`src/rtl/controle_deslocamento.sv`:
```
// controle_deslocamento: multi-cycle shift sequencer for the processor datapath.
//
// Accepts one request (operand, amount, type) through a valid/ready handshake.
// It then shifts an internal register by one bit per clock until the amount is
// used up, and presents the result with a one-cycle valid pulse. The ALU control
// uses it for SLL/SRL/SRA/ROL instead of a combinational barrel shifter.
//
// Ports:
//   clock_i            rising-edge clock
//   reset_i            synchronous active-low reset
//   req_valido_i       request present this cycle
//   req_pronto_o       block can accept a request
//   operando_i         value to shift, sampled on accept
//   quantidade_i       shift amount, sampled on accept
//   tipo_i             00 SLL, 01 SRL, 10 SRA, 11 ROL; sampled on accept
//   resultado_o        shift register contents (final only when valid pulses)
//   resultado_valido_o one-cycle pulse: resultado_o is final
//   ocupado_o          high while shifting or presenting the result

module controle_deslocamento #(
  parameter int unsigned LARGURA     = 32,
  parameter int unsigned LARGURA_QTD = 5
) (
  input  logic                   clock_i,
  input  logic                   reset_i,
  input  logic                   req_valido_i,
  output logic                   req_pronto_o,
  input  logic [LARGURA-1:0]     operando_i,
  input  logic [LARGURA_QTD-1:0] quantidade_i,
  input  logic [1:0]             tipo_i,
  output logic [LARGURA-1:0]     resultado_o,
  output logic                   resultado_valido_o,
  output logic                   ocupado_o
);

  localparam logic [1:0] StOcioso     = 2'd0;
  localparam logic [1:0] StDeslocando = 2'd1;
  localparam logic [1:0] StConcluido  = 2'd2;

  localparam logic [1:0] TipoSll = 2'b00;
  localparam logic [1:0] TipoSrl = 2'b01;
  localparam logic [1:0] TipoSra = 2'b10;
  localparam logic [1:0] TipoRol = 2'b11;

  localparam logic [LARGURA_QTD-1:0] QtdZero = '0;
  localparam logic [LARGURA_QTD-1:0] QtdUm   = LARGURA_QTD'(1);

  logic [1:0]             estado_q, estado_d;
  logic [LARGURA-1:0]     reg_q, reg_d;
  logic [LARGURA_QTD-1:0] cont_q, cont_d;
  logic [1:0]             tipo_q, tipo_d;

  logic                   aceita;
  logic [LARGURA-1:0]     reg_deslocado;

  // Ready is masked by reset so nothing is accepted on the same edge that resets.
  assign req_pronto_o = (estado_q == StOcioso) & reset_i;
  assign aceita       = req_valido_i & req_pronto_o;

  // One-bit shift of the working register according to the latched type.
  always_comb begin
    reg_deslocado = reg_q;
    case (tipo_q)
      TipoSll: reg_deslocado = {reg_q[LARGURA-2:0], 1'b0};
      TipoSrl: reg_deslocado = {1'b0, reg_q[LARGURA-1:1]};
      TipoSra: reg_deslocado = {reg_q[LARGURA-1], reg_q[LARGURA-1:1]};
      TipoRol: reg_deslocado = {reg_q[LARGURA-2:0], reg_q[LARGURA-1]};
      default: reg_deslocado = reg_q;
    endcase
  end

  always_comb begin
    estado_d = estado_q;
    reg_d    = reg_q;
    cont_d   = cont_q;
    tipo_d   = tipo_q;
    case (estado_q)
      StOcioso: begin
        if (aceita) begin
          reg_d  = operando_i;
          cont_d = quantidade_i;
          tipo_d = tipo_i;
          estado_d = (quantidade_i == QtdZero) ? StConcluido : StDeslocando;
        end
      end
      StDeslocando: begin
        reg_d  = reg_deslocado;
        cont_d = cont_q - QtdUm;
        // Last shift happens on this edge; the counter reaches 0, never wraps.
        if (cont_q == QtdUm) begin
          estado_d = StConcluido;
        end
      end
      StConcluido: begin
        estado_d = StOcioso;
      end
      default: begin
        estado_d = StOcioso;
      end
    endcase
  end

  always_ff @(posedge clock_i) begin
    if (!reset_i) begin
      estado_q <= StOcioso;
      reg_q    <= '0;
      cont_q   <= '0;
      tipo_q   <= '0;
    end else begin
      estado_q <= estado_d;
      reg_q    <= reg_d;
      cont_q   <= cont_d;
      tipo_q   <= tipo_d;
    end
  end

  assign resultado_o        = reg_q;
  assign resultado_valido_o = (estado_q == StConcluido);
  assign ocupado_o          = (estado_q == StDeslocando) | (estado_q == StConcluido);

endmodule

```
`config.mk`:
```
export PLATFORM = sky130hd
export DESIGN_NAME = controle_deslocamento
export DESIGN_NICKNAME = d
export VERILOG_FILES = /design/src/rtl/controle_deslocamento.sv
export SDC_FILE = /design/constraint.sdc
export NUM_CORES = 1
export LEC_CHECK = 0
export ABC_AREA = 1
export CAP_MARGIN = 10
export CORE_MARGIN = 4
export CORE_UTILIZATION = 46
export CTS_CLUSTER_SIZE = 14
export DETAILED_ROUTE_END_ITERATION = 16
export PLACE_DENSITY = 0.78
export RECOVER_POWER = 100
export SLEW_MARGIN = 20
export SYNTH_ARGS = -nofsm -noshare
export SYNTH_HDL_FRONTEND = slang
export SYNTH_SLANG_ARGS = --single-unit
```
`constraint.sdc`:
```
create_clock -name clock_i -period 1.9 [get_ports clock_i]
set_input_delay 0.285 -clock clock_i [delete_from_list [all_inputs] [get_ports clock_i]]
set_output_delay 0.285 -clock clock_i [all_outputs]
set_load 0.01 [all_outputs]
```
Yosys cells after proc, flatten, opt, wreduce, memory -nomap -nowiden
Index checks and enable logic that the tools add are counted.

Input bits: 42. Bits in registers: 41. Output and inout port bits: 35.

Equality and inequality tests: 9. Muxes and demuxes: 9. Reductions and logical operators: 8. Add/sub/neg operators: 1. Bitwise operators: 3.

Operator list (count): $pmux W32 S4 (1); $pmux W32 S2 (1); $mux W32 (1); $pmux W5 S2 (1); $eq A2 B2 Y1 const B (3); $mux W2 (3); $ne A2 B2 Y1 const B (3); $reduce_and A2 Y1 (3); $eq A5 B1 Y1 const B (1); $logic_not A5 Y1 (1); $mux W5 (1); $sub A5 B1 Y5 const B (1); $eq A2 B1 Y1 const B (2); $logic_not A2 Y1 (2); $pmux W2 S2 (1); $reduce_and A3 Y1 (1); $and A1 B1 Y1 (2); $reduce_bool A2 Y1 (1); $or A1 B1 Y1 (1).

Depth between registers and ports, before layout
Gate-level depths: netlist of run 1.

Word-level depth: 5. Gate-level depth with buffers: 10.

Least setup slack after synthesis of run 1
OpenSTA, ideal clock, no wires.

Kind: register to register. From: register estado_q[1]. To: register reg_q[3] (netlist: resultado_o[3]). Stages on the path, launching flop included: 10. Arrival: 1236 ps. Path slack: 544 ps. Period minus slack after synthesis: 1356 ps. Required time: 1781 ps. Setup time: 119 ps. Buffers on the path: 3. Path through: dfxtp_1 -> inv_1 -> ha_1 -> buf_2 -> nand2_1 -> nand2_2 -> buf_6 -> buf_6 -> o21ai_0 -> a21oi_1.

Cells in the longest elaborated chain, start to end: 5. Elaborated cells between the ends (all ways): 8. Classes of those cells: eq/ne: 2; mux: 1; bitwise: 2; reduce/logical: 3.

RTL lines: start, declared (RTL line 48) `logic [1:0] estado_q, estado_d;`; start signal, assigned (RTL line 105) `estado_q <= StOcioso;`; start signal, assigned (RTL line 110) `estado_q <= estado_d;`; $logic_not A2 Y1 (RTL line 57, 77); $and A1 B1 Y1 (RTL line 57) `assign req_pronto_o = (estado_q == StOcioso) & reset_i;`; $and A1 B1 Y1 (RTL line 58) `assign aceita = req_valido_i & req_pronto_o;`; $ne A2 B2 Y1 (no source line); $reduce_and A2 Y1 (no source line); end signal, assigned (RTL line 111) `reg_q <= reg_d;`; end, declared (RTL line 49) `logic [LARGURA-1:0] reg_q, reg_d;`.

Several ways; a longest one is shown, not always the timed one. A chain may end at the register's enable or synchronous reset.

Final worst setup path of run 1
From: register estado_q[0]. To: output req_pronto_o.

Cells in the longest elaborated chain, start to end: 2.

RTL lines: $logic_not A2 Y1 (RTL line 57); $and A1 B1 Y1 (RTL line 57); end, declared (RTL line 27) `output logic req_pronto_o,`.

Every way passes these cells.

==> metrics.md, run 1 <==
| Metric | Value |
|---|---|
| Outcome | finished, final reports clean |
| Clock Tree Buf Depth | 2 |
| Initial antenna violation count | 0 |
| Routed length per instance | between 10 and 15 µm |
| Final-report hold violation count | 0 |
| Crit share post-route | 0.953 |
| I/O Buffers | 76 |
| Worst ir drop on vdd | 0.561 mV |
| GRT overflow | 0 |
| DP HPWL | about 4600 µm |
| Met1 Track Usage GR | 0.281 |
| Final cell count without fillers | 516 |
| Chip height | around 80 µm |
| Clock Latency Late Sink | 280 ps |
| Async SR Flop Fraction | 0 |
| WL final | 6560 µm |
| Setup bufs post-CTS | 0 |
| Overall Global Routing Usage | 0.213 |
| Syn Area/Cell | 6.30 µm² |
| Clock root cell | clkbuf_8 |
| Seq pwr share | 0.319 |
| Fraction of layout cells with a size suffix above 1 | 0.0557 |
| Die area | around 0.0064 mm² |
| Largest area contributor in the netlist | dfxtp_1 |
| H-tree Lvls | 2 |
| CTS buffer count | 5 |
| # IOs | 77 |
| GR Util met2 | 0.359 |
| Vias | approximately 2,600 |
| DRC viols | 0 |
| Switching Power | 0.00189 W |
| Synth Cell Area | between 0.002 and 0.0025 mm² |
| Crit-path max FO | 5 |
| Power Density | 1320 mW/mm² |
| Antenna cells | 0 |
| Internal power | 0.00241 W |
| CP required | between 1500 and 2000 ps |
| Critical setup path kind | reg2out |
| Post-route minimum period | between 1500 and 2000 ps |
| Synth cell types | 21 |
| Most frequent cell after synthesis | nand2_1 |
| CTS tree | built |
| Slew headroom | 0.585 |
| RD Place Congestion | 0.793 |
| Number of vias per cell | 5.11 |
| Number of max-cap violations | 0 |
| Setup Skew | 2.46 ps |
| Chip Width | 80.1 µm |
| Layout area overhead | 36.5% |
| Sum of negative setup slack | 0 ps |
| Synth Register Bits | 41 |
| Initial Util | 0.489 |
| Dpl cells | slightly above 500 |
| Worst-Margin Slew | 621 ps |
| Most used flip-flop cell after synthesis | dfxtp_1 |
| Syn_nets | approximately 430 |
| Initial DRC Count | approximately 170 |
| Warnings from Yosys | 0 |
| Vias in the first global route | 2,468 |
| Crit end category | output pin |
| Antenna viol nets, final | 0 |
| Num rows | 25 |
| CTS Hold Buffers Added | 0 |
| Met3 Resource Use GR | 0.0448 |
| Fillers | ~490 |
| Clk slew on worst S/H paths | 70 ps |
| CP startpoint kind | flip-flop |
| Core Util, Final | 0.668 |
| Unrepaired setup endpoints after global routing | false |
| # nets final | 495 |
| Number of synthesized flops with an enable pin | 0 |
| Sequential area share after synthesis | 0.344 |
| Clock Sinks | 41 |
| Share of power burned in the clock network | 0.128 |
| Synth cell count leaders | 94 x nand2_1, 66 x a21oi_1, 47 x inv_1 |
| Top cell type's share of synthesized area | 0.344 |
| Largest net degree at the start of global routing | 37 |
| Global route hottest layer | met2 |
| # setup viols final | 0 |
| Fmax | 552 MHz |
| Hold Crit Class | reg2reg |
| Core Footprint | just under 0.005 mm² |
| Gate Count Post-Synth | about 380 |
| First-pass DRT Iterations | 4 |
| Static leakage | 1.50 nW |
| Slew Viols, Final | 0 |
| First-pass GRT wire length | between 10,000 and 15,000 µm |
| CP Data Arrival Time | 1530 ps |
| Logic pwr share | 0.553 |
| Sw Ratio | 0.439 |
| Synth area leaders | dfxtp_1 34%, nand2_1 15%, a21oi_1 14% |
[power by group through the flow]
stage               sequential [W]  combinational [W]  clock [W]
floorplan                  0.00146            0.00146          0
global placement           0.00139            0.00240          0
detailed placement         0.00139            0.00244          0
CTS                        0.00138            0.00247   0.000562
global route               0.00141            0.00271   0.000591
finish                     0.00137            0.00238   0.000548
[critical path, cell delays in order (launching register included)]
cell	delay (ps)
dfxtp_1	320
inv_2	90
ha_4	160
nand2_1	60
inv_1	80
clkdlybuf4s50_1	530
[state kept, by name (all words and copies together) (netlist names)]
| signal | count |
|---|---|
| cont_q | 5 |
| estado_q | 2 |
| tipo_q | 2 |
| resultado_o | 32 |
[final timing paths]
kind	end	start	slack, ps	cells after the start
min reg2reg	cont_q[3]	cont_q[3]	480	2
max reg2reg	cont_q[0]	estado_q[1]	180	7
min	cont_q[3]	cont_q[3]	480	2
max	req_pronto_o	estado_q[0]	90	5
[per-stage QoR]
step | hold slack, ps | setup WS (ps) | instance area [µm²] | power [W]
after detailed placement | 463 | 70.5 | 3170 | 0.00382
after CTS | 477 | 20.6 | 3270 | 0.00441
final | 476 | 88.8 | 3260 | 0.00429
after floorplan | 423 | 544 | 2390 | 0.00292
after global placement | 456 | 138 | 3170 | 0.00379
after global routing | 484 | 15.7 | 3260 | 0.00471
[cells by family (layout without fill, tap and decap cells)]
logic type | Yosys count | in the layout | synth area share
buffers and inverters | 74 | 144 | 0.137
flip-flops | 41 | 41 | 0.344
XOR/XNOR | 1 | 1 | 0.00367
AND/OR/NAND/NOR | 151 | 151 | 0.264
adder cells (fa/ha/maj) | 5 | 5 | 0.0262
AO/OA/AOI/OAI | 107 | 107 | 0.225
[layout by cell type (no fill, tap or decap), drive strengths merged]
master / Yosys / final
a21oi: 66 / 66
or2: 2 / 2
xor2: 1 / 1
o211ai: 1 / 1
dfxtp: 41 / 41
o21ai: 40 / 40
nand3: 41 / 41
inv: 48 / 48
dlygate4sd3: 0 / 33
nand2: 95 / 95
clkinvlp: 0 / 1
ha: 5 / 5
clkbuf: 9 / 10
nor2: 13 / 13
buf: 16 / 9
clkdlybuf4s50: 0 / 43
[layer usage]
metal  up-vias  share of wire  wire [µm]
met4         0         0.0073         48
met3         5          0.079        517
met5         -              0          0
li1       1360              -          -
met2        95           0.46       3030
met1      1178           0.45       2960
[repair_timing]
item                       4_1_cts  5_1_grt
resized for setup                2        3
setup endpoints to repair        1        2
hold endpoints to repair         0        0
[area by class of cell]
class / count / area, µm² / share of cell area
multi-input cells: 264 / 1250 / 0.383
repair buffers: 87 / 838 / 0.257
flip-flops and latches: 41 / 821 / 0.252
inverters: 49 / 188 / 0.0576
well taps: 67 / 83.8 / 0.0257
clock buffers: 8 / 80.1 / 0.0246
Note: power is estimated with default switching activity, not from simulation.
==> run 2: changes to the inputs <==
--- a/config.mk
+++ b/config.mk
@@ -8,11 +8,12 @@
 export ABC_AREA = 1
 export CAP_MARGIN = 10
 export CORE_MARGIN = 4
-export CORE_UTILIZATION = 46
+export CORE_UTILIZATION = 51
 export CTS_CLUSTER_SIZE = 14
 export DETAILED_ROUTE_END_ITERATION = 16
-export PLACE_DENSITY = 0.78
-export RECOVER_POWER = 100
+export DONT_BUFFER_PORTS = 1
+export PLACE_DENSITY = 0.64
+export RECOVER_POWER = 25
 export SLEW_MARGIN = 20
 export SYNTH_ARGS = -nofsm -noshare
 export SYNTH_HDL_FRONTEND = slang
==> run 2 against run 1 <==
  * Clock skew is 0.95 ps higher
  * Sequential cell count stayed put
  * Register-to-register slack better by 150 ps
  * Final area is 24% lower
  * Wire length is 7.0% lower
  * Clock power is 5.8% higher
  * Sequential power is 11% higher
  * Combinational power is 27% lower
  * Fmax is 16% higher
  * Worst hold slack worse by 360 ps
  * Global-route usage is 0.43 points lower
  * Die area is 8.9% lower
==> metrics.md, run 2 (synthesis results as in run 1) <==
| Metric | Value |
|---|---|
| Seq pwr share | 0.397 |
| CP required | 2080 ps |
| Worst-Margin Slew | 388 ps |
| RD Place Congestion | 0.775 |
| Hold_sp | reset_i |
| Setup bufs post-CTS | 0 |
| Largest net degree at the start of global routing | 42 |
| Total Power | 0.00383 W |
| H-tree Lvls | 2 |
| Antenna viol nets, final | 0 |
| CP startpoint kind | flip-flop |
| Most frequent cells in the layout | 94 x nand2_1, 66 x a21oi_1, 47 x inv_1 |
| Hold Crit Class | in2reg |
| CTS tree | built |
| Sw Ratio | 0.469 |
| Vias | 2,320 |
| First-pass DRT Iterations | 4 |
| CP Data Arrival Time | 1740 ps |
| DRC viols | 0 |
| Outcome | finished, final reports clean |
| Hold_ws | 112 ps |
| Num rows | 24 |
| Clock Sinks | 41 |
| CTS resizes | 0 |
| CTS Hold Buffers Added | 0 |
| Initial DRC Count | 180 |
| Chip Width | between 70 and 80 µm |
| Share of power burned in the clock network | 0.152 |
| Number of max-cap violations | 0 |
| Fraction of layout cells with a size suffix above 1 | 0.0593 |
| Crit-path max FO | 23 |
| Core Footprint | 0.00444 mm² |
| Crit end category | flip-flop |
| Crit. Startpoint | estado_q[0] |
| Final-report hold violation count | 0 |
| # nets final | between 400 and 500 |
| Die area | 0.00584 mm² |
| Critical setup path kind | reg2reg |
| Clock Latency Late Sink | between 200 and 300 ps |
| Chip height | 76.4 µm |
| Crit share post-route | 0.824 |
| # setup viols final | 0 |
| Clk slew on worst S/H paths | 80 ps |
| Routed length per instance | between 10 and 15 µm |
| Layout area overhead | 3.56% |
| Antenna cells | 0 |
| Static leakage | 1.13 nW |
| Fmax | 639 MHz |
| Power Density | 1550 mW/mm² |
| Vias in the first global route | ~2,100 |
| Initial Util | 0.537 |
| Area post-placement | 0.00239 mm² |
| Sum of negative setup slack | 0 ps |
| Initial antenna violation count | 0 |
| Slew Viols, Final | 0 |
| # IOs | 77 |
| Max reg flops | 32 |
| Number of vias per cell | between 5 and 6 |
| Worst ir drop on vdd | 0.528 mV |
| Internal power | 0.00203 W |
| Post-route minimum period | 1570 ps |
| Clock Tree Buf Depth | 2 |
| First-pass GRT wire length | 10,200 µm |
| Final Cell Area | 0.00247 mm² |
| GRT overflow | 0 |
| Setup Skew | 3.41 ps |
| WL final | 6100 µm |
| DP HPWL | 4130 µm |
| Overall Global Routing Usage | 0.209 |
| Logic pwr share | 0.451 |
| Unrepaired setup endpoints after global routing | false |
| Reg2reg start | estado_q[0] |
| Clock root cell | clkbuf_8 |
| CTS buffer count | 5 |
| Slew headroom | 0.741 |
| I/O Buffers | 0 |
| Switching Power | 0.00179 W |
| Commonest non-fill, non-tap cell in the layout | nand2_1 |
## run 2: changes by cell type in the layout (fill, tap and decap cells not counted), moves of 2 or more
cell	before	now
clkbuf_1	3	1
inv_2	3	1
dlygate4sd3_1	33	0
clkdlybuf4s50_1	43	0
inv_1	45	47
clkbuf_2	2	0
## run 2: power by group through the flow
stage | clock network [W] | logic [W] | registers [W]
after floorplan | 0 | 0.00146 | 0.00146
after global placement | 0 | 0.00170 | 0.00154
after detailed placement | 0 | 0.00173 | 0.00155
after CTS | 0.000595 | 0.00174 | 0.00153
after global routing | 0.000637 | 0.00201 | 0.00156
final | 0.000580 | 0.00173 | 0.00152
## run 2: worst paths after layout
kind / endpoint / slack (ps) / depth (start not counted)
max: cont_q[0] / 330 / 8
min: estado_q[1] / 110 / 2
max reg2reg: cont_q[0] / 330 / 8
min reg2reg: cont_q[3] / 480 / 2
## run 2: area by class of cell
type / instances / area [µm²]
Tap cell: 52 / 65.1
Multi-Input combinational cell: 264 / 1240
Fill cell: 481 / 1970
Timing Repair Buffer: 10 / 75.1
Sequential cell: 41 / 821
Inverter: 49 / 184
Clock buffer: 7 / 86.3
## run 2: layer usage
metal	vias up	share of wire	GRT usage
met2	69	0.44	0.326
met4	0	0.012	0.0507
met3	9	0.078	0.0615
met5	-	0	0
li1	1203	-	-
met1	1039	0.47	0.282
## run 2: worst max-delay path: stages, from the launching register on
cell,delay (ps)
dfxtp_1,320
inv_1,90
ha_1,260
nand3_2,160
nand2_2,130
inv_2,40
buf_4,200
o21ai_0,180
a21oi_1,60
## run 2: through the flow
step           utilization  cells  setup slack, ps
5_1_grt              0.557    423              162
4_1_cts              0.557    423              333
6_report             0.557    423              335
3_5_place_dp         0.537    416              346
3_3_place_gp         0.537    416              374
2_1_floorplan            -    379              544
==> run 3: changes to the inputs <==
--- a/config.mk
+++ b/config.mk
@@ -12,7 +12,7 @@
 export CTS_CLUSTER_SIZE = 14
 export DETAILED_ROUTE_END_ITERATION = 16
 export DONT_BUFFER_PORTS = 1
-export PLACE_DENSITY = 0.64
+export PLACE_DENSITY = 0.67
 export RECOVER_POWER = 25
 export SLEW_MARGIN = 20
 export SYNTH_ARGS = -nofsm -noshare
==> constraint.sdc (replaced) <==
create_clock -name clock_i -period 1.3 [get_ports clock_i]
set_input_delay 0.195 -clock clock_i [delete_from_list [all_inputs] [get_ports clock_i]]
set_output_delay 0.195 -clock clock_i [all_outputs]
set_load 0.01 [all_outputs]
==> run 3 against run 2 <==
  * The run now ends with setup timing left
  * Register-to-register slack worse by 420 ps
  * Worst setup slack lost 420 ps
  * Die area is the same
  * Sequential cell count is the same
  * Core utilization up 10 points
  * Via count grew 6.3%
  * Sequential share of layout area fell by 5.0 points
  * Count of clock-buffer cells in the layout unchanged
  * Critical path depth is 1 higher
  * Wire length up 13%
  * Sequential power increased by 51%
  * Largest cell class unchanged
  * Largest power group unchanged
  * Highest routed layer unchanged
==> metrics.md, run 3 (synthesis results as in run 1) <==
| Metric | Value |
|---|---|
| Post-route minimum period | between 1000 and 1500 ps |
| Sequential cell area | 823 µm² |
| Initial antenna violation count | 0 |
| # IOs | 77 |
| Sum of negative setup slack | -1680 ps |
| Vias in the first global route | about 2,200 |
| Antenna cells | 0 |
| Area post-placement | 0.00253 mm² |
| Peak per-stage delay on the critical path | 340 ps |
| Crit share post-route | 1.06 |
| Overall Global Routing Usage | 0.218 |
| CP required | about 1500 ps |
| Final Cell Area | 0.00292 mm² |
| RD Place Congestion | 0.799 |
| Critical-path top delay cell | dfxtp_2 |
| Clock Latency Late Sink | 290 ps |
| CP startpoint kind | flip-flop |
| Number of max-cap violations | 0 |
| Unrepaired setup endpoints after global routing | true |
| Clock root cell | clkbuf_8 |
| CTS tree | built |
| Chip height | 76.4 µm |
| Largest net degree at the start of global routing | 42 |
| Die area | 0.00584 mm² |
| # setup viols final | 35 |
| Initial Util | 0.537 |
| Fillers | around 420 |
| Number of vias per cell | ~5.6 |
| CP most frequent cell | inv_2 |
| Most frequent cells in the layout | 90 x nand2_1, 46 x a21oi_1, 43 x inv_1 |
| I/O Buffers | 0 |
| H-tree Lvls | 2 |
| Crit end category | flip-flop |
| WL final | 6880 µm |
| Fmax | 724 MHz |
| Commonest non-fill, non-tap cell in the layout | nand2_1 |
| Hold Crit Class | in2reg |
| Crit path cell chain | inv_2 -> ha_4 -> inv_2 -> nand2_2 -> nand2_4 -> buf_8 -> clkbuf_16 -> o21ai_2 -> a21oi_1 |
| Max reg flops | 32 |
| Slew Viols, Final | 0 |
| Slew headroom | 0.839 |
| Power Density | 2290 mW/mm² |
| # nets final | between 400 and 500 |
| Initial DRC Count | 175 |
| Hold_ws | 17.9 ps |
| Routed length on met3 | 485 µm |
| Worst ir drop on vdd | 1.34 mV |
| DP HPWL | 4380 µm |
| Post-Place Setup Slack | -56.1 ps |
| Layout area overhead | 22.3% |
| CTS buffer count | 5 |
| Vias | 2,466 |
| Critical setup path kind | reg2reg |
| CP Data Arrival Time | 1560 ps |
| Area occupied by multi-input gates | 0.00142 mm² |
| Clk slew on worst S/H paths | approximately 80 ps |
| Final-report hold violation count | 0 |
| First-pass DRT Iterations | 4 |
| Max Used Layer | met4 |
| Failing checks | setup timing |
| Outcome | finished, violations left |
| Clock Sinks | 41 |
| First-pass GRT wire length | 10,600 µm |
| Num rows | 24 |
| Antenna viol nets, final | 0 |
| Routed length per instance | around 16 µm |
| Met1 Routed Length | 3040 µm |
| Core Footprint | 0.00444 mm² |
| Chip Width | 76.4 µm |
| Clock Tree Buf Depth | 2 |
| Met2 WL post-DR | 3310 µm |
| Setup Skew | 4.08 ps |
| Worst-Margin Slew | ~240 ps |
| Worst setup slack after layout | -80.5 ps |
| GRT overflow | 0 |
| Fraction of layout cells with a size suffix above 1 | 0.216 |
| Static leakage | about 1.3 nW |
| Crit-path max FO | 7 |
| DRC viols | 0 |
-- run 3: per-layer routing --
metal / up-vias / GRT usage
met5: - / 0
met4: 0 / 0.0489
met3: 5 / 0.0579
met2: 78 / 0.346
met1: 1134 / 0.296
li1: 1249 / -
-- run 3: area by class of cell --
cell class,instances,share of cell area
Sequential cell,41,0.282
Timing Repair Buffer,27,0.114
Multi-Input combinational cell,264,0.487
Tap cell,52,0.0223
Clock buffer,7,0.0296
Inverter,49,0.0660
-- run 3: worst max-delay path, delay by kind of cell (launching register included) --
| kind | cells | cell delay [ps] |
|---|---|---|
| buf+inv | 4 | 440 |
| flops | 1 | 340 |
| fa+ha+maj | 1 | 170 |
| compound gates | 2 | 160 |
| simple gates | 2 | 160 |
-- run 3: final timing paths --
kind / from / end / slack, ps / cells after the start
worst max-delay path: estado_q[0] / resultado_o[16] / -80 / 9
worst min-delay path: reset_i / estado_q[1] / 20 / 2
worst min register to register: cont_q[3] / cont_q[3] / 490 / 2
worst max register to register: estado_q[0] / resultado_o[16] / -80 / 9
-- run 3: through the flow --
step / utilization / total power, W / instances
global placement: 0.570 / 0.00514 / 427
finish: 0.657 / 0.00670 / 440
global route: 0.657 / 0.00724 / 440
floorplan: - / 0.00440 / 379
detailed placement: 0.570 / 0.00518 / 427
CTS: 0.611 / 0.00625 / 435
-- run 3: power by group --
group / internal, W / switching, W
clock network: 0.000422 / 0.000436
logic: 0.00151 / 0.00204
registers: 0.00170 / 0.000602
total: 0.00362 / 0.00308
-- run 3: what timing repair did --
action,CTS,global route
gates cloned,1,2
endpoints found under the setup margin,34,40
pin swaps,2,5
setup buffers,0,3
gates resized for setup,22,37
hold endpoints to repair,0,2
hold buffers,0,1
